[src/rtl/vx_warp_ctl_arbiter.sv]
// Round-robin arbiter sharing the single warp-control channel among NUM_REQS requesters,
// feeding a one-entry registered valid/ready output stage with op-kind decode and perf counters.
module vx_warp_ctl_arbiter #(
    parameter  int unsigned NUM_REQS       = 4,
    parameter  int unsigned WARP_CNT_WIDTH = 4,
    parameter  int unsigned DATA_WIDTH     = 64,
    parameter  int unsigned PERF_WIDTH     = 32,
    localparam int unsigned SRC_W          = (NUM_REQS > 1) ? $clog2(NUM_REQS) : 1
) (
    input  logic                                clk,
    input  logic                                reset,
    input  logic [NUM_REQS-1:0]                 req_valid,
    output logic [NUM_REQS-1:0]                 req_ready,
    input  logic [NUM_REQS*WARP_CNT_WIDTH-1:0]  req_wid,
    input  logic [NUM_REQS*3-1:0]               req_op,
    input  logic [NUM_REQS*DATA_WIDTH-1:0]      req_data,
    output logic                                ctl_valid,
    input  logic                                ctl_ready,
    output logic [WARP_CNT_WIDTH-1:0]           ctl_wid,
    output logic [4:0]                          ctl_kind,
    output logic [DATA_WIDTH-1:0]               ctl_data,
    output logic [SRC_W-1:0]                    ctl_src,
    output logic                                err_illegal_op,
    output logic [PERF_WIDTH-1:0]               perf_grants,
    output logic [PERF_WIDTH-1:0]               perf_stalls
);

    localparam logic [2:0] OP_TMC    = 3'd0;
    localparam logic [2:0] OP_WSPAWN = 3'd1;
    localparam logic [2:0] OP_SPLIT  = 3'd2;
    localparam logic [2:0] OP_JOIN   = 3'd3;
    localparam logic [2:0] OP_BAR    = 3'd4;

    logic                      stage_rdy;
    logic                      grant_vld;
    logic [SRC_W-1:0]          grant_idx;
    logic [SRC_W-1:0]          cand_idx;
    logic [SRC_W-1:0]          ptr;
    logic [SRC_W-1:0]          ptr_next;
    logic [2:0]                grant_op;
    logic [WARP_CNT_WIDTH-1:0] grant_wid;
    logic [DATA_WIDTH-1:0]     grant_data;
    logic [4:0]                kind_dec;
    logic                      illegal_dec;

    assign stage_rdy = !ctl_valid || ctl_ready;

    // Search ptr, ptr+1, ... for the first valid requester; nobody is granted during reset.
    always_comb begin
        grant_vld = 1'b0;
        grant_idx = '0;
        cand_idx  = '0;
        for (int unsigned k = 0; k < NUM_REQS; k++) begin
            cand_idx = SRC_W'((32'(ptr) + k) % NUM_REQS);
            if (!grant_vld && req_valid[cand_idx]) begin
                grant_vld = 1'b1;
                grant_idx = cand_idx;
            end
        end
        grant_vld = grant_vld && stage_rdy && reset;
    end

    assign req_ready  = grant_vld ? (NUM_REQS'(1) << grant_idx) : '0;
    assign grant_op   = req_op[32'(grant_idx) * 3 +: 3];
    assign grant_wid  = req_wid[32'(grant_idx) * WARP_CNT_WIDTH +: WARP_CNT_WIDTH];
    assign grant_data = req_data[32'(grant_idx) * DATA_WIDTH +: DATA_WIDTH];
    assign ptr_next   = (32'(grant_idx) == NUM_REQS - 1) ? '0 : grant_idx + SRC_W'(1);

    // One-hot kind {bar,join,split,wspawn,tmc}; codes 5-7 decode to no kind.
    always_comb begin
        kind_dec    = 5'b00000;
        illegal_dec = 1'b0;
        case (grant_op)
            OP_TMC:    kind_dec = 5'b00001;
            OP_WSPAWN: kind_dec = 5'b00010;
            OP_SPLIT:  kind_dec = 5'b00100;
            OP_JOIN:   kind_dec = 5'b01000;
            OP_BAR:    kind_dec = 5'b10000;
            default:   illegal_dec = 1'b1;
        endcase
    end

    // Output stage: a grant loads over a draining op in the same edge, so there is no bubble.
    always_ff @(posedge clk or negedge reset) begin
        if (!reset) begin
            ctl_valid      <= 1'b0;
            ctl_wid        <= '0;
            ctl_kind       <= '0;
            ctl_data       <= '0;
            ctl_src        <= '0;
            ptr            <= '0;
            err_illegal_op <= 1'b0;
        end else if (grant_vld) begin
            ctl_valid <= 1'b1;
            ctl_wid   <= grant_wid;
            ctl_kind  <= kind_dec;
            ctl_data  <= grant_data;
            ctl_src   <= grant_idx;
            ptr       <= ptr_next;
            if (illegal_dec) begin
                err_illegal_op <= 1'b1;
            end
        end else if (ctl_ready) begin
            ctl_valid <= 1'b0;
        end
    end

    always_ff @(posedge clk or negedge reset) begin
        if (!reset) begin
            perf_grants <= '0;
            perf_stalls <= '0;
        end else begin
            if (grant_vld) begin
                perf_grants <= perf_grants + PERF_WIDTH'(1);
            end
            if (ctl_valid && !ctl_ready) begin
                perf_stalls <= perf_stalls + PERF_WIDTH'(1);
            end
        end
    end

endmodule

[config.mk]
export PLATFORM = sky130hd
export DESIGN_NAME = vx_warp_ctl_arbiter
export DESIGN_NICKNAME = d
export VERILOG_FILES = /design/src/rtl/vx_warp_ctl_arbiter.sv
export SDC_FILE = /design/constraint.sdc
export NUM_CORES = 1
export LEC_CHECK = 0
export BUFFER_PORTS_ARGS = -buffer_cell sky130_fd_sc_hd__buf_2
export CORE_AREA = 5 5 165 167
export DETAILED_ROUTE_END_ITERATION = 10
export DIE_AREA = 0 0 170 172
export HOLD_SLACK_MARGIN = 0.1
export PLACE_DENSITY = 0.67
export SYNTH_ARGS = -nofsm -noshare
export SYNTH_HDL_FRONTEND = slang
export SYNTH_SLANG_ARGS = --single-unit
[constraint.sdc]
create_clock -name clk -period 1.8 [get_ports clk]
set_input_delay 0 -clock clk [delete_from_list [all_inputs] [get_ports clk]]
set_output_delay 0 -clock clk [all_outputs]
set_load 0.005 [all_outputs]
Yosys cells after proc, flatten, opt, wreduce, memory -nomap -nowiden
Cells that the tools add are included.
{ "op_classes": {"addsub": 6, "eq_ne": 5, "n_reduce_logical": 16, "bitwise": 1, "shift": 4, "n_mul": 1, "order_cmp": 4, "mux": 21} }
{ "op_table": {"columns": ["operator", "count"], "rows": [
  ["256-bit by 9-bit indexed part select with 64-bit output", 1],
  ["32-bit by 1-bit adder with 32-bit output, second input constant", 2],
  ["5-bit one-hot mux with 5 select lines", 1],
  ["16-bit by 5-bit indexed part select with 4-bit output", 1],
  ["2-bit by 3-bit less-than comparator with 1-bit output, second input constant", 4],
  ["12-bit by 5-bit indexed part select with 3-bit output", 1],
  ["1-bit two-way mux", 10],
  ["2-bit two-way mux", 5],
  ["1-bit binary-select mux with 2-bit select", 4],
  ["3-bit by 2-bit == test with 1-bit output, second input constant", 2],
  ["1-bit logical AND", 6],
  ["1-bit zero test", 5],
  ["5-bit OR reduction", 1],
  ["2-bit by 1-bit adder with 2-bit output, second input constant", 2],
  ["2-bit adder, second input constant", 2],
  ["2-bit by 2-bit multiplier with 4-bit output, second input constant", 1],
  ["4-bit two-way mux", 1],
  ["1-bit by 2-bit left shift with 4-bit output, first input constant", 1],
  ["3-bit by 1-bit == test with 1-bit output, second input constant", 1],
  ["3-bit == test, second input constant", 1],
  ["3-bit zero test", 1],
  ["2-bit == test, second input constant", 1],
  ["2-bit AND reduction", 1],
  ["2-bit nonzero test", 1],
  ["2 further kinds", 2]
]} }
{ "totals": {"wordCells": 67, "reg_bits": 143, "output_inout_bits": 145, "input_bits": 291} }

Longest topological paths before layout
Gate-level depths: netlist of the first run.
{ "logic_depth": {"ltp_word": 18, "ltp_mapped": 9, "depth_no_buf": 7} }

Worst setup path before layout of the first run
OpenSTA, ideal clock, no wires.
{ "synth_timing": {"path_type": "flip-flop to flip-flop", "startpoint": "register ptr[1]", "endpoint": "register ctl_data[36]", "path_slack_ns": -0.137, "path_stages_with_launch": 10, "required_time_ns": 1.682, "period_less_slack_ns": 1.937, "n_path_buf": 2, "setup_time_ns": 0.118, "arrival_time_ns": 1.819, "path_cell_list": "dfrtp_1 > and2_4 > and2_1 > nor3_4 > inv_2 > buf_6 > buf_4 > a211oi_1 > a311oi_1 > a21o_1"} }
{ "synth_via": {"elab_cells_between_ends": 28, "cone_classes": "add/sub: 3; shift: 1; mux: 16; reduce/logical: 8"} }
{ "synth_lines": {"columns": ["item", "line_no", "source"], "rows": [
  ["from (decl)", "38", "logic [SRC_W-1:0] ptr;"],
  ["from (signal assigned)", "99", "ptr <= ptr_next;"],
  ["branches (longest 11 deep; another with 2-bit by 1-bit adder with 2-bit output)", null, null],
  ["2-bit two-way mux (*)", "55", "if (!grant_vld && req_valid[cand_idx]) begin"],
  ["via grant_idx[0]", "36", "logic [SRC_W-1:0] grant_idx;"],
  ["256-bit by 9-bit indexed part select with 64-bit output (*)", "66", "assign grant_data = req_data[32'(grant_idx) * DATA_WIDTH +: DATA_WIDTH];"],
  ["to (signal assigned)", "97", "ctl_data <= grant_data;"],
  ["to (decl)", "21", "output logic [DATA_WIDTH-1:0] ctl_data,"]
]} }
Mark *: on every way through the listed nets, which the timed path passes. The select of a mux whose other input is x is not followed.
A chain may end at the register's enable or synchronous reset.

Worst setup path after layout of the first run
{ "layout_timing": {"startpoint": "register ptr[1]", "endpoint": "register ctl_data[43]"} }
Same word-level chain as after synthesis.

==> flow_summary.yaml, run 1 <==
timing:
  grt_setup_unrepaired: "yes"
  fin_worst_skew_ns: 0.0144
  slew_headroom_pct: 44.1
  drv_slew: 0
  fin_ws_ns: -0.377
  hold_viol: 0
  fmax_ghz: 0.459
  period_minus_slack_ns: 2.18
  timing.final.crit_share_pct: 121
  timing.hold.ws_ns: 0.0987
  worst_pin_slew_ns: 0.839
  setup-violations-final: 78
floorplan:
  initial_utilization_pct: 31.8
  die_y_um: 172
  die_area_mm2: 0.0292
  top_level_ports: 436
  row_count: 59
  core_mm2: 0.0256
  chipWidth_um: 170
placed_design:
  gp_congestion: 0.894
  placed_area_mm2: 0.0116
  dpl.hpwl_um: 24400
  pre_cts_slack_ns: -0.282
  port_buffers: 435
global_route:
  grt_pass1_vias: 11000
  grt_pass1_wl_um: 57100
  grt_usage_pct: 24.5
  antenna_found_initial: 3
  grt_max_degree: 144
  grt_overflow_total: 0
worst_setup_path:
  critPathArrivalTime_ns: 2.54
  worst-path-max-fanout: 6
  start_kind: "flip-flop"
  max_stage_delay_ns: 0.40
  criticalPathCategory: "reg -> reg"
  cp-end-kind: "flip-flop"
  path_cells: "buf_6 > mux2i_1 > nor2_1 > nor3_4 > inv_6 > buf_12 > buf_12 > buf_12 > buf_6 > buf_6 > a311oi_2 > a21o_1"
  worst_path_max_delay_cell: "dfrtp_1"
  required_ns: 2.17
clock_network:
  insertion_delay_ns: 0.42
  clk_pin_slew_worst_paths_ns: 0.08
  cts_tree: "done"
  clock_path_buffers: 2
  cts_made_buffers: 17
  clock-root-buffer: "clkbuf_16"
  cts_sinks: 143
  cts_max_level: 4
power:
  switchingPower_mw: 6.27
  p_int_mw: 10.5
  power_density_mw_per_mm2: 1080
  p_clk_share_pct: 24.3
  ir_drop_uv: 569
  p_seq_share_pct: 26.8
  leakagePower_nw: 7.88
  combinationalPowerShare_pct: 48.9
  p_sw_share_pct: 37.3
  power_mw: 16.8
synth:
  yosysMostFrequentCell: "nand2_1"
  synth_area_leaders: "dfrtp_1 (44%), nand2_1 (8.3%), a311oi_1 (7.3%)"
  syn_area_mm2: 0.00814
  synth_edf_count: 0
  syn_inst: 877
  synth_cell_types: 45
  yosysTopAreaCell: "dfrtp_1"
  syn_area_per_cell_um2: 9.28
  yosys_warnings: 0
  synth-main-ff-cell: "dfrtp_1"
  synthTopCellsByCount: "nand2_1 (180), dfrtp_1 (143), and3_1 (83)"
  ys_seq_elements: 143
  seq_area_frac_synth_pct: 44.0
  synth_top_area_share_pct: 44.0
  synthArstFlopShare_pct: 100
  syn_nets: 1174
route:
  vias: 10500
  first_pass_iters: 5
  routedWlPerCell_um: 20.4
  drt-initial-drc-count: 848
  vias_per_cell: 5.41
  wl_um: 39700
  drc: 0
  postRouteAntennaNets: 0
final_layout:
  fin_nets: 1890
  multiInputGateArea_mm2: 0.00502
  seq_area_mm2: 0.00358
  finalInstanceArea_mm2: 0.0156
  fillers: 2012
  layout-drive-gt1-share_pct: 45.5
  final_util_pct: 60.9
  area_delta_synth_final_pct: 91.7
outcome:
  status: "finished with violations"
  violations: "negative setup slack"
worst_hold_path:
  hold_path.class: "in -> reg"
flow_run:
  cap_violations: 0
[power by group through the flow]
stage / Combinational [mW] / Sequential (mW) / Clock [mW]
after floorplan: 3.09 / 4.53 / 0
after global placement: 5.80 / 4.50 / 0
after detailed placement: 5.89 / 4.51 / 0
after CTS: 7.42 / 4.46 / 4.17
after global routing: 8.73 / 4.59 / 4.30
final: 8.23 / 4.51 / 4.08
[through the flow]
step	std cells	TNS, ns
after global routing	1943	-24.04
after global placement	1673	-6.35
after floorplan	877	-1.23
after CTS	1928	-17.62
after detailed placement	1673	-9.45
final	1949	-17.37
[state kept, by name, summed over array words and instances, names as in the netlist]
signal          cells
perf_stalls        32
ctl_valid           1
perf_grants        32
ctl_data           64
ptr                 2
ctl_wid             4
ctl_kind            5
ctl_src             2
err_illegal_op      1
[kinds of logic (layout without fill, tap and decap cells)]
group	count (synthesis)	count (layout)	share of synthesized area, %
flops	143	143	44.0
compound gates	226	226	22.0
buf+inv	83	812	4.63
other cells	0	8	0
mux	5	5	0.630
simple gates	352	352	21.2
xor+xnor	62	62	6.67
fa+ha+maj	6	6	0.922
[cell type report]
type                       instances  share of cell area (%)
antenna                            8                   0.128
clock buffer                      17                    2.73
clock inverter                    15                    1.55
inverter                           9                   0.281
multi-input combinational        651                    32.2
sequential                       143                    22.9
tap                              335                    2.69
timing repair buffer             771                    37.5
[worst paths after layout]
check                                start               to  slack (ns)  cells after the start
max in group asynchronous            reset     ctl_data[21]        0.82                      3
hold reg to reg            perf_stalls[31]  perf_stalls[31]        0.47                      1
setup reg to reg                    ptr[1]     ctl_data[43]       -0.38                     12
setup / recovery                    ptr[1]     ctl_data[43]       -0.38                     12
min in group asynchronous            reset       ctl_src[0]        0.32                      3
hold / removal                req_data[98]     ctl_data[34]         0.1                      4
[layout by cell type (no fill, tap or decap), types with 7 or more instances in the layout]
master	instances
buf_2	433
dlygate4sd3_1	206
nand2_1	178
dfrtp_1	143
and3_1	77
a21o_1	68
buf_4	64
xnor2_1	50
a211oi_2	50
a311oi_1	43
nand3_1	30
buf_6	30
a311oi_2	24
buf_12	23
clkbuf_16	20
nor2_1	19
a211oi_4	18
xor2_1	12
nand4_1	9
diode_2	8
inv_1	7
inv_6	7
[critical path, delay by kind of cell (launching register included)]
family                 cells  cell delay, ns
AO/OA/AOI/OAI              2            0.42
buffers and inverters      7            0.82
flip-flops                 1            0.40
multiplexers               1            0.16
AND/OR/NAND/NOR            2            0.31
[layer usage]
layer	vias up	wire length, µm	share of wire [%]	GRT usage (%)
li1	4650	-	-	-
met1	5000	14300	36	27.9
met2	691	19600	49	41.4
met3	200	3610	9.1	6.47
met4	0	2190	5.5	14.9
met5	-	0	0	0
[repair_timing]
action / in CTS / in global routing
setup endpoints to repair: 79 / 96
hold buffers: 202 / 4
cloned: 7 / 3
buffers inserted: 15 / 6
pin swaps: 29 / 27
endpoints found under the hold margin: 221 / 2
resized for setup: 90 / 69
No activity file was read; power rests on OpenSTA's default activity.
==> run 2, diff against run 1 <==
--- a/config.mk
+++ b/config.mk
@@ -5,12 +5,13 @@
 export SDC_FILE = /design/constraint.sdc
 export NUM_CORES = 1
 export LEC_CHECK = 0
+export ABC_AREA = 1
 export BUFFER_PORTS_ARGS = -buffer_cell sky130_fd_sc_hd__buf_2
 export CORE_AREA = 5 5 165 167
 export DETAILED_ROUTE_END_ITERATION = 10
 export DIE_AREA = 0 0 170 172
 export HOLD_SLACK_MARGIN = 0.1
-export PLACE_DENSITY = 0.67
+export PLACE_DENSITY = 0.71
 export SYNTH_ARGS = -nofsm -noshare
 export SYNTH_HDL_FRONTEND = slang
 export SYNTH_SLANG_ARGS = --single-unit
==> run 2 against run 1 <==
- cell count increased by 25%
- largest cell class unchanged
- maximum frequency is 10% lower
- the flow still finishes with violations (negative setup slack)
- sequential cell count unchanged
- largest power group unchanged
- highest routed layer is now met5
==> flow_summary.yaml, run 2 <==
route:
  postRouteAntennaNets: 0
  vias_per_cell: 5.38
  first_pass_iters: 6
  vias: 13100
  wl_um: 49200
  drc: 0
  routedWlPerCell_um: 20.2
  drt-initial-drc-count: 1234
power:
  switchingPower_mw: 15.0
  ir_drop_uv: 2190
  combinationalPowerShare_pct: 73.0
  power_density_mw_per_mm2: 1840
  p_int_mw: 16.3
  p_clk_share_pct: 11.1
  p_seq_share_pct: 15.9
  leakagePower_nw: 9.02
  p_sw_share_pct: 47.9
global_route:
  busiest_layer: "met2"
  antenna_found_initial: 3
  grt_pass1_vias: 13500
  grt_pass1_wl_um: 69800
  grt_overflow_total: 0
  grt_use_met3_pct: 8.09
  grt_max_degree: 144
  use_met1_pct: 33.5
  grt_usage_pct: 30.3
  gr-usage-met2_pct: 50.7
placed_design:
  dp_cells: 2055
  dpl.hpwl_um: 27100
  gp_congestion: 0.952
  pre_cts_slack_ns: -0.526
  port_buffers: 435
synth:
  yosys_warnings: 0
  syn_area_per_cell_um2: 7.25
  yosysTopAreaCell: "dfrtp_1"
  yosysMostFrequentCell: "nand2_1"
  synth_area_leaders: "dfrtp_1 (40%), nand2_1 (21%), inv_1 (4.9%)"
  seq_area_frac_synth_pct: 39.5
  synthTopCellsByCount: "nand2_1 (499), dfrtp_1 (143), inv_1 (118), nor2_1 (70), o21ai_1 (56)"
  synthArstFlopShare_pct: 100
  syn_nets: 1547
  synth_edf_count: 0
  syn_inst: 1250
  synth-main-ff-cell: "dfrtp_1"
  ys_seq_elements: 143
  syn_area_mm2: 0.00906
  synth_top_area_share_pct: 39.5
  synth_cell_types: 33
clock_network:
  cts_tree: "done"
  clock_path_buffers: 2
  clock-root-buffer: "clkbuf_16"
  cts_sinks: 143
  cts_max_level: 4
  cts_made_buffers: 17
  clk_pin_slew_worst_paths_ns: 0.07
  insertion_delay_ns: 0.43
final_layout:
  final_cell_mix: "nand2_1 (460), buf_2 (434), dlygate4sd3_1 (281)"
  instances_no_fill: 2440
  largest-register: "ctl_data"
  reg.largest.list: "ctl_data (64), perf_grants (32), perf_stalls (32)"
  layout-drive-gt1-share_pct: 36.6
  area_delta_synth_final_pct: 88.0
  fillers: 1799
  final_common_cell: "nand2_1"
  largest_reg_flops: 64
  fin_nets: 2377
floorplan:
  row_count: 59
  chipWidth_um: 170
  top_level_ports: 436
  initial_utilization_pct: 35.4
  core_mm2: 0.0256
  die_y_um: 172
  die_area_mm2: 0.0292
timing:
  slew_headroom_pct: 43.7
  fin_worst_skew_ns: 0.0135
  period_minus_slack_ns: 2.43
  hold_viol: 0
  grt_setup_unrepaired: "yes"
  timing.final.crit_share_pct: 135
  fin_ws_ns: -0.627
  setup-violations-final: 124
  timing.hold.ws_ns: 0.134
  fmax_ghz: 0.412
  worst_pin_slew_ns: 0.845
  tns_ns: -54.91
  drv_slew: 0
worst_setup_path:
  start_kind: "flip-flop"
  cp-end-kind: "flip-flop"
  required_ns: 2.17
  criticalPathCategory: "reg -> reg"
  path_cells: "buf_4 > nand2_4 > nand2_4 > nand2_2 > nand2_2 > nor2_4 > nand3_4 > inv_2 > nor2_2 > nor2_4 > buf_4 > bufbuf_16 > o21ai_0 > o21ai_1 > nand2_1 > nand2_1"
  max_stage_delay_ns: 0.45
  critPathArrivalTime_ns: 2.80
  critical_path_buf_inv_count: 4
  worst_path_max_delay_cell: "dfrtp_2"
  critPathTopFamily: "simple AND/OR/NAND/NOR gates"
  worst-path-max-fanout: 10
flow_run:
  cap_violations: 0
worst_hold_path:
  hold_path.class: "in -> reg"
outcome:
  status: "finished with violations"
  violations: "negative setup slack"
-- run 2: cell types whose count changed in the layout (fill, tap and decap cells not counted), moves of 50 or more --
cell	change
inv_1	+108
o21ai_1	+57
nand2_1	+282
dlygate4sd3_1	+75
a21o_1	-68
and3_1	-77
a211oi_2	-50
-- run 2: worst paths after layout --
| kind | slack, ns | cells past startpoint | endpoint | start |
|---|---|---|---|---|
| max in group asynchronous | 0.84 | 3 | ptr[1] | reset |
| min in group asynchronous | 0.28 | 3 | perf_grants[31] | reset |
| worst max register to register | -0.63 | 16 | ctl_data[34] | ptr[1] |
| worst max-delay path | -0.63 | 16 | ctl_data[34] | ptr[1] |
| worst min register to register | 0.48 | 2 | ctl_data[18] | ctl_data[18] |
| worst min-delay path | 0.13 | 8 | ctl_kind[4] | req_op[9] |
-- run 2: worst reg2reg max path: cells and delay by family (launching register included) --
kind	cells	cell delay, ns
simple gates	10	0.91
buf+inv	4	0.65
compound gates	2	0.36
flops	1	0.45
-- run 2: layout make-up --
type / count / area (µm²) / share of cell area, %
clock buffer: 17 / 425 / 2.50
clock inverter: 14 / 121 / 0.713
sequential: 143 / 3580 / 21.0
timing repair inverter: 1 / 11.3 / 0.0661
tap: 335 / 419 / 2.46
timing repair buffer: 870 / 6860 / 40.3
inverter: 126 / 527 / 3.09
multi-input combinational: 921 / 5060 / 29.7
antenna: 13 / 32.5 / 0.191
-- run 2: per-layer routing --
layer,routed length (µm),vias to the layer above
met5,21,-
met3,5320,358
met2,23300,1137
met1,16600,5969
met4,3950,4
li1,-,5662
-- run 2: power groups by stage --
| stage | registers (mW) | logic (mW) | clock network, mW |
|---|---|---|---|
| 2_1_floorplan | 4.94 | 10.4 | 0 |
| 3_3_place_gp | 4.94 | 15.9 | 0 |
| 3_5_place_dp | 4.94 | 16.3 | 0 |
| 4_1_cts | 4.91 | 19.9 | 3.54 |
| 5_1_grt | 5.07 | 24.3 | 3.66 |
| 6_report | 4.99 | 22.9 | 3.47 |
-- run 2: cells by family (layout without fill, tap and decap cells) --
family | after synthesis | in the layout | share of synthesized area (%)
other | 0 | 13 | 0
XOR/XNOR | 61 | 61 | 5.90
AND/OR/NAND/NOR | 691 | 691 | 32.1
AO/OA/AOI/OAI | 163 | 163 | 12.0
buffers and inverters | 186 | 1028 | 9.61
adder cells (fa/ha/maj) | 6 | 6 | 0.829
flip-flops | 143 | 143 | 39.5
-- run 2: what timing repair did --
action                     4_1_cts  5_1_grt
hold buffers                   281        0
gates cloned                     8        6
hold endpoints to repair       222        0
setup endpoints to repair      120      131
resized for setup               72       99
pin swaps                       30       43
buffers inserted                29       17
-- run 2: stage by stage --
| stage | utilization (%) | instance area, µm² | power [mW] |
|---|---|---|---|
| 2_1_floorplan | - | 9140 | 15.4 |
| 3_3_place_gp | 48.0 | 12300 | 20.9 |
| 3_5_place_dp | 48.0 | 12300 | 21.2 |
| 4_1_cts | 64.0 | 16400 | 28.4 |
| 5_1_grt | 66.4 | 17000 | 33.0 |
| 6_report | 66.5 | 17000 | 31.3 |
==> run 3, diff against run 2 <==
--- a/config.mk
+++ b/config.mk
@@ -6,12 +6,12 @@
 export NUM_CORES = 1
 export LEC_CHECK = 0
 export ABC_AREA = 1
-export BUFFER_PORTS_ARGS = -buffer_cell sky130_fd_sc_hd__buf_2
 export CORE_AREA = 5 5 165 167
 export DETAILED_ROUTE_END_ITERATION = 10
 export DIE_AREA = 0 0 170 172
+export DONT_BUFFER_PORTS = 1
 export HOLD_SLACK_MARGIN = 0.1
-export PLACE_DENSITY = 0.71
+export PLACE_DENSITY = 0.55
 export SYNTH_ARGS = -nofsm -noshare
 export SYNTH_HDL_FRONTEND = slang
 export SYNTH_SLANG_ARGS = --single-unit
==> run 3 against run 2 <==
- the flow finishes with violations (negative hold slack, negative setup slack)
- cell count decreased by 16%
- sequential share of layout area grew 1.7 points
- worst hold slack worse by 0.88 ns
- wire length fell by 11%
- via count is 16% lower
- non-clock buffer count fell by 376
- power grew 8.5%
- count of clock-buffer cells in the layout up 1
- final area shrank 7.3%
- global-route usage is 4.4 points lower
- critical endpoint is now ctl_data[21]
- largest cell class is now multi-input combinational cells
- highest routed layer is now met4
==> flow_summary.yaml, run 3 (synthesis results as in run 2) <==
route:
  first_pass_iters: 6
  drc: 0
  vias: 11000
  routedWlPerCell_um: 21.4
  drt-initial-drc-count: 749
  wl_um: 44000
  postRouteAntennaNets: 0
  vias_per_cell: 5.35
timing:
  slew_headroom_pct: 73.2
  setup-violations-final: 118
  fmax_ghz: 0.421
  fin_worst_skew_ns: 0.0160
  grt_setup_unrepaired: "yes"
  hold_viol: 143
  period_minus_slack_ns: 2.38
  fin_ws_ns: -0.576
  drv_slew: 0
  tns_ns: -48.94
  timing.hold.ws_ns: -0.741
  timing.final.crit_share_pct: 132
  worst_pin_slew_ns: 0.397
outcome:
  status: "finished with violations"
  violations: "negative hold slack, negative setup slack"
worst_setup_path:
  required_ns: 2.13
  start_kind: "flip-flop"
  ff2ff_setup_slack_ns: -0.58
  critPathArrivalTime_ns: 2.70
  criticalPathCategory: "reg -> reg"
  worst-path-max-fanout: 8
  cp-end-kind: "flip-flop"
flow_run:
  cap_violations: 0
final_layout:
  final_common_cell: "nand2_1"
  area_delta_synth_final_pct: 74.3
  reg.largest.list: "ctl_data (64), perf_grants (32), perf_stalls (32)"
  fillers: 1974
  fin_nets: 2001
  largest_reg_flops: 64
  layout-drive-gt1-share_pct: 26.6
  final_cell_mix: "nand2_1 (418), dlygate4sd3_1 (285), dfrtp_1 (141)"
  largest-register: "ctl_data"
floorplan:
  top_level_ports: 436
  initial_utilization_pct: 35.4
  chipWidth_um: 170
  die_area_mm2: 0.0292
  core_mm2: 0.0256
  row_count: 59
  die_y_um: 172
placed_design:
  gp_congestion: 0.867
  pre_cts_slack_ns: -0.619
  dpl.hpwl_um: 25500
  port_buffers: 0
clock_network:
  cts_tree: "done"
  cts_made_buffers: 17
  clk_pin_slew_worst_paths_ns: 0.08
  insertion_delay_ns: 0.43
  cts_max_level: 4
  cts_sinks: 143
  cts_hold_buf: 285
  clock_path_buffers: 2
  clock-root-buffer: "clkbuf_16"
global_route:
  antenna_found_initial: 3
  grt_usage_pct: 25.9
  grt_overflow_total: 0
  grt_max_degree: 145
  grt_pass1_wl_um: 59400
  grt_pass1_vias: 10900
power:
  power_density_mw_per_mm2: 2150
  combinationalPowerShare_pct: 73.4
  p_clk_share_pct: 10.9
  power_mw: 34.0
  ir_drop_uv: 1270
  p_sw_share_pct: 47.0
  switchingPower_mw: 16.0
  p_int_mw: 18.0
  p_seq_share_pct: 15.7
  leakagePower_nw: 7.70
worst_hold_path:
  hold_path.class: "in -> async"
==> run 3: changes by cell type in the layout (fill, tap and decap cells not counted), sizes merged, moves of 2 or more <==
cell         delta
clkinvlp        -2
bufbuf          -3
buf           -383
dlygate4sd3     +4
clkbuf          +7
diode           -5
==> run 3: repair_timing <==
action / CTS / global route
endpoints found under the setup margin: 121 / 126
gates resized for setup: 90 / 212
buffers inserted: 28 / 24
endpoints found under the hold margin: 235 / 144
cloned: 7 / 16
pin swaps: 30 / 82
==> run 3: per-stage QoR <==
stage / std cells / utilization (%) / cell area, µm²
floorplan: 1250 / - / 9140
global placement: 1663 / 40.7 / 10400
detailed placement: 1663 / 40.7 / 10400
CTS: 2014 / 56.8 / 14500
global route: 2055 / 61.6 / 15800
finish: 2060 / 61.6 / 15800
==> run 3: cell type report <==
| class | instances | area [µm²] | area share (%) |
|---|---|---|---|
| tap | 335 | 419 | 2.66 |
| inverter | 126 | 503 | 3.19 |
| multi-input combinational | 921 | 5390 | 34.2 |
| antenna | 8 | 20.0 | 0.127 |
| clock inverter | 14 | 148 | 0.935 |
| clock buffer | 18 | 439 | 2.78 |
| timing repair buffer | 494 | 5280 | 33.4 |
| sequential | 143 | 3580 | 22.7 |
| timing repair inverter | 1 | 6.26 | 0.0396 |
==> run 3: final timing paths <==
path	from	cells past startpoint	to
max	ptr[0]	18	ctl_data[21]
min	reset	0	perf_grants[16]
max reg2reg	ptr[0]	18	ctl_data[21]
min reg2reg	perf_stalls[31]	1	perf_stalls[31]
max in group asynchronous	reset	0	ctl_data[50]
min in group clk	reset	4	ctl_valid
==> run 3: power groups by stage <==
stage	logic [mW]	clock network (mW)	registers, mW
final	25.0	3.72	5.33
after global routing	26.5	3.93	5.41
after CTS	19.6	3.79	5.26
after detailed placement	15.2	0	5.32
after global placement	15.0	0	5.33
after floorplan	10.4	0	4.94
==> run 3: metal layers <==
layer | part of all wire [%] | GRT usage (%)
met1 | 36 | 29.5
met2 | 49 | 44.5
met3 | 9.3 | 7.61
met4 | 5.7 | 13.2
met5 | 0 | 0
==> run 3: worst max-delay path, stage by stage (launching register included) <==
cell and delay (ns):
dfrtp_2 0.39, buf_12 0.14, clkinv_8 0.08, nand2_4 0.08, nand2_4 0.08, nand2_4 0.07, nand2_4 0.05, nor2_4 0.13
buf_6 0.12, nand3_4 0.09, nand3_4 0.17, buf_8 0.16, buf_12 0.16, buf_12 0.13, nand2_1 0.06, o211ai_2 0.06
o21ai_1 0.11, nand2_1 0.11, nand2_1 0.07
